### src/rtl/ibex_if_dummy_stage.sv
// IF->ID stage register that inserts dummy instructions ahead of the pending real fetch; one cycle to ID.
// Holds its contents while ID stalls; a dummy load leaves the real instruction pending (fetch_ready_o low).
module ibex_if_dummy_stage (
  input  logic        clk_i,
  input  logic        rst_ni,
  input  logic        fetch_valid_i,
  input  logic [31:0] fetch_rdata_i,
  input  logic [31:0] fetch_addr_i,
  input  logic        fetch_err_i,
  output logic        fetch_ready_o,
  input  logic        insert_dummy_instr_i,
  input  logic [31:0] dummy_instr_data_i,
  output logic        id_in_ready_o,
  input  logic        flush_i,
  input  logic        id_ready_i,
  output logic        instr_valid_id_o,
  output logic [31:0] instr_rdata_id_o,
  output logic [31:0] instr_addr_id_o,
  output logic        instr_fetch_err_o,
  output logic        instr_is_dummy_o,
  input  logic        dummy_cnt_clr_i,
  output logic [15:0] dummy_cnt_o
);

  typedef struct packed {
    logic [31:0] rdata;
    logic [31:0] addr;
    logic        err;
  } instr_t;

  instr_t      instr_q, instr_d;
  logic        valid_q, valid_d;
  logic        is_dummy_q, is_dummy_d;
  logic [15:0] cnt_q, cnt_d;

  logic stage_free;
  logic load_dummy;
  logic load_real;

  assign stage_free    = ~valid_q | id_ready_i;
  assign id_in_ready_o = stage_free & ~flush_i & fetch_valid_i;
  assign load_dummy    = id_in_ready_o & insert_dummy_instr_i;
  assign load_real     = id_in_ready_o & ~insert_dummy_instr_i;
  assign fetch_ready_o = load_real;

  always_comb begin
    instr_d    = instr_q;
    valid_d    = valid_q;
    is_dummy_d = is_dummy_q;
    if (flush_i) begin
      valid_d    = 1'b0;
      is_dummy_d = 1'b0;
    end else if (load_dummy) begin
      // Dummy carries the pending PC so ID sees a plausible address.
      instr_d.rdata = dummy_instr_data_i;
      instr_d.addr  = fetch_addr_i;
      instr_d.err   = 1'b0;
      valid_d       = 1'b1;
      is_dummy_d    = 1'b1;
    end else if (load_real) begin
      instr_d.rdata = fetch_rdata_i;
      instr_d.addr  = fetch_addr_i;
      instr_d.err   = fetch_err_i;
      valid_d       = 1'b1;
      is_dummy_d    = 1'b0;
    end else if (stage_free) begin
      valid_d    = 1'b0;
      is_dummy_d = 1'b0;
    end
  end

  always_comb begin
    cnt_d = cnt_q;
    if (dummy_cnt_clr_i) begin
      cnt_d = 16'h0000;
    end else if (load_dummy && (cnt_q != 16'hFFFF)) begin
      cnt_d = cnt_q + 16'd1;
    end
  end

  always_ff @(posedge clk_i or negedge rst_ni) begin
    if (!rst_ni) begin
      instr_q    <= '0;
      valid_q    <= 1'b0;
      is_dummy_q <= 1'b0;
      cnt_q      <= 16'h0000;
    end else begin
      instr_q    <= instr_d;
      valid_q    <= valid_d;
      is_dummy_q <= is_dummy_d;
      cnt_q      <= cnt_d;
    end
  end

  assign instr_valid_id_o  = valid_q;
  assign instr_rdata_id_o  = instr_q.rdata;
  assign instr_addr_id_o   = instr_q.addr;
  assign instr_fetch_err_o = instr_q.err;
  assign instr_is_dummy_o  = is_dummy_q;
  assign dummy_cnt_o       = cnt_q;

endmodule

### config.mk
export PLATFORM = sky130hd
export DESIGN_NAME = ibex_if_dummy_stage
export DESIGN_NICKNAME = d
export VERILOG_FILES = /design/src/rtl/ibex_if_dummy_stage.sv
export SDC_FILE = /design/constraint.sdc
export NUM_CORES = 1
export LEC_CHECK = 0
export ABC_AREA = 1
export CAP_MARGIN = 10
export CORE_MARGIN = 3
export CORE_UTILIZATION = 35
export CTS_BUF_LIST = sky130_fd_sc_hd__clkbuf_16
export DETAILED_ROUTE_END_ITERATION = 16
export PLACE_DENSITY = 0.78
export REMOVE_ABC_BUFFERS = 1
export SETUP_SLACK_MARGIN = 0.02
export SLEW_MARGIN = 15
export SYNTH_ARGS = -nofsm -noshare
export SYNTH_HDL_FRONTEND = slang
export SYNTH_SLANG_ARGS = --single-unit
### constraint.sdc
create_clock -name clk_i -period 2.1 [get_ports clk_i]
set_clock_uncertainty 0.2 [all_clocks]
set_input_delay 0.42 -clock clk_i [delete_from_list [all_inputs] [get_ports clk_i]]
set_output_delay 0.42 -clock clk_i [all_outputs]
set_load 0.05 [all_outputs]
==> reports/metrics.json <==
{
  "synthFlopType": {"value": "dfrtp_1"},
  "cts_root_buf": {"value": "clkbuf_16"},
  "final_util": {"value": 59.6, "unit": "%"},
  "yosys.area.top_type": {"value": "dfrtp_1"},
  "final_hold_viol_count": {"value": 0},
  "final.min_clock_period": {"value": 2.07, "unit": "ns"},
  "first_iter_violations": {"value": 178},
  "route.vias.total": {"value": 3620},
  "numCtsBuffers": {"value": 9},
  "yosysTopAreaCellShare": {"value": 57.1, "unit": "%"},
  "port_buffers": {"value": 188},
  "cp_endpoint_kind": {"value": "primary output"},
  "place_worst_setup_slack": {"value": -0.111, "unit": "ns"},
  "global_route_wire_length_before_repair": {"value": 16600, "unit": "µm"},
  "post_synth_most_frequent_cells": {"value": "222 x nand2_1, 83 x dfrtp_1, 32 x a22oi_1"},
  "flip_flop_and_latch_count_after_synthesis": {"value": 83},
  "syn_area_per_cell": {"value": 8.56, "unit": "µm²"},
  "core_area": {"value": 9950, "unit": "µm²"},
  "vias_per_cell": {"value": 4.74},
  "synthMostInstantiatedCell": {"value": "nand2_1"},
  "vdd_drop_max": {"value": 0.395, "unit": "mV"},
  "drt.antenna.violating_nets": {"value": 0},
  "floorplan.initialDensity": {"value": 36.6, "unit": "%"},
  "grt_overflow_total": {"value": 0},
  "post_synth_num_cell_types": {"value": 26},
  "route.detailed.drc": {"value": 0},
  "setup_total_negative_slack": {"value": 0, "unit": "ns"},
  "cts_buffer_depth": {"value": 2},
  "crit_type": {"value": "primary input to primary output"},
  "design.final.nets": {"value": 730},
  "max-cap-violations": {"value": 0},
  "tritoncts": {"value": "yes"},
  "worst_slew_margin_rel": {"value": 67.1, "unit": "%"},
  "finalWeightedCongestion": {"value": 0.842},
  "start_kind": {"value": "primary input"},
  "placement_rows": {"value": 36},
  "comb_power_share": {"value": 32.0, "unit": "%"},
  "ctsHtreeMaxLevel": {"value": 3},
  "rsz_0062_raised_after_global_routing": {"value": "false"},
  "hpwl": {"value": 8040, "unit": "µm"},
  "filler_cell_count": {"value": 887},
  "clk-insertion-delay-late": {"value": 0.33, "unit": "ns"},
  "synth_async_sr_flop_share": {"value": 100, "unit": "%"},
  "design.die.area": {"value": 11700, "unit": "µm²"},
  "max_freq": {"value": 482, "unit": "MHz"},
  "run_status": {"value": "finished, final reports clean"},
  "synthTopCellsByArea": {"value": "dfrtp_1 57%, nand2_1 23%, a22oi_1 6.6%, nand3_1 2.1%, xor2_1 1.4%"},
  "chipHeight": {"value": 108, "unit": "µm"},
  "overall_die_width": {"value": 108, "unit": "µm"},
  "r2r_slack": {"value": 0.17, "unit": "ns"},
  "clock_network_fraction_of_total_power": {"value": 30.3, "unit": "%"},
  "power_total": {"value": 5.09, "unit": "mW"},
  "cp.arrival": {"value": 1.45, "unit": "ns"},
  "post_synth_inst_count": {"value": 425},
  "cts.sink_count": {"value": 83},
  "min-delay-path-class": {"value": "primary input to flop"},
  "timing.final.setup_violations": {"value": 0},
  "wirelength": {"value": 10800, "unit": "µm"},
  "whs": {"value": 0.203, "unit": "ns"},
  "worstMarginPinSlew": {"value": 0.495, "unit": "ns"},
  "insertedDiodeCount": {"value": 0},
  "timing.critical_path.fanout_max": {"value": 3},
  "ys.warnings.count": {"value": 0},
  "number_of_synthesized_flops_with_an_enable_pin": {"value": 0},
  "cp_cell_sequence": {"value": "clkdlybuf4s50_1, nor2_4, nand2_4, nor2_4, buf_12"},
  "slowest_stage": {"value": "clkdlybuf4s50_1"},
  "p_int": {"value": 3.27, "unit": "mW"},
  "globalRouteTotalUtil": {"value": 18.2, "unit": "%"},
  "grt_antenna_before_repair": {"value": 0},
  "setup_ws": {"value": 0.0257, "unit": "ns"},
  "post_route_cells_drive_above_1_share": {"value": 19.8, "unit": "%"},
  "syn2layout_area_growth": {"value": 62.9, "unit": "%"},
  "switching_power_of_the_nets": {"value": 1.81, "unit": "mW"},
  "p_per_area": {"value": 857, "unit": "nW/µm²"},
  "maxSlewViolCount": {"value": 0},
  "routed_wire_length_per_instance": {"value": 14.1, "unit": "µm"},
  "leakage": {"value": 2.99, "unit": "nW"},
  "swShare": {"value": 35.6, "unit": "%"},
  "grt_max_degree": {"value": 52},
  "ioPinCount": {"value": 189},
  "netlist_area_before_placement": {"value": 3640, "unit": "µm²"},
  "path_clk_slew": {"value": 0.06, "unit": "ns"},
  "drt_pre_antenna_iters": {"value": 4},
  "worst_ep_required_time": {"value": 1.48, "unit": "ns"},
  "grt_pass1_vias": {"value": 3439},
  "worst_path_largest_cell_delay": {"value": 0.48, "unit": "ns"},
  "layout_worst_path_cycle_share": {"value": 98.8, "unit": "%"},
  "power.sequential.fraction": {"value": 37.7, "unit": "%"},
  "cp_common_cell": {"value": "nor2_4"},
  "seq_area_frac_synth": {"value": 57.1, "unit": "%"}
}
## layout by cell type, fill, tap and decap left out, types with 2 or more instances in the layout
cell type        count
buf_4               89
inv_2                2
xor2_1               6
inv_1               10
clkinv_1             3
nor2_1              11
clkinvlp_4           3
nand2_1            221
a22oi_1             32
nor2_2               3
o21bai_1             2
clkbuf_16            9
buf_12               4
nor2_4               5
nand4_1              3
clkdlybuf4s50_1    100
nand3_1             15
dlygate4sd2_1       10
xnor2_1              3
dfrtp_1             82
## critical path: cells and delay by family
family | cells | cell delay [ns]
buf+inv | 2 | 0.64
simple gates | 3 | 0.39
## power groups by stage
| stage | clock, mW | combinational, mW | sequential [mW] |
|---|---|---|---|
| 2_1_floorplan | 0 | 0.239 | 2.65 |
| 3_3_place_gp | 0 | 1.63 | 1.94 |
| 3_5_place_dp | 0 | 1.65 | 1.94 |
| 4_1_cts | 1.58 | 1.64 | 1.92 |
| 5_1_grt | 1.65 | 1.72 | 1.94 |
| 6_report | 1.54 | 1.63 | 1.92 |
## through the flow
step                cell area (µm²)  instances
floorplan                      3550        407
global placement               5590        743
detailed placement             5590        743
CTS                            5880        760
global route                   5930        763
finish                         5930        763
## layer usage
| layer | global-route usage [%] | part of all wire [%] |
|---|---|---|
| met5 | 0 | 0 |
| met4 | 6.58 | 1.8 |
| met3 | 6.51 | 8.8 |
| met2 | 31.5 | 52 |
| met1 | 20.7 | 38 |
## area by class of cell
cell class / count / area (µm²) / area share (%)
clock buffer: 9 / 225 / 3.80
multi-input combinational: 311 / 1470 / 24.7
timing repair buffer: 206 / 1870 / 31.5
sequential: 83 / 2080 / 35.0
inverter: 14 / 55.1 / 0.928
tap: 133 / 166 / 2.81
clock inverter: 7 / 68.8 / 1.16
## repair_timing
action / 4_1_cts / 5_1_grt
pin swaps: 3 / 5
endpoints found under the setup margin: 11 / 18
hold endpoints to repair: 32 / 0
buffers inserted: 1 / 2
gates resized for setup: 14 / 8
gates cloned: 0 / 1
hold buffers: 1 / 0
## state kept, by name, indices dropped and copies added (netlist names)
register and cells:
instr_addr_id_o 32, instr_rdata_id_o 32, dummy_cnt_o 16, instr_fetch_err_o 1
instr_is_dummy_o 1, instr_valid_id_o 1
## kinds of logic (layout without fill, tap and decap cells)
| logic type | after synthesis | count (layout) | share of synthesized area (%) |
|---|---|---|---|
| simple gates | 262 | 263 | 28.8 |
| flops | 83 | 83 | 57.1 |
| compound gates | 38 | 38 | 7.73 |
| buf+inv | 32 | 236 | 3.85 |
| xor+xnor | 9 | 9 | 2.17 |
| fa+ha+maj | 1 | 1 | 0.344 |
## path summary, 6_finish.rpt
check / end / cells past startpoint / from
setup / recovery: fetch_ready_o / 5 / flush_i
hold / removal: instr_valid_id_o / 3 / fetch_valid_i
setup reg to reg: dummy_cnt_o[2] / 10 / dummy_cnt_o[0]
hold reg to reg: instr_addr_id_o[21] / 2 / instr_addr_id_o[21]
max in group asynchronous: instr_rdata_id_o[29] / 3 / rst_ni
min in group asynchronous: instr_valid_id_o / 2 / rst_ni
No activity file was read; power rests on OpenSTA's default activity.
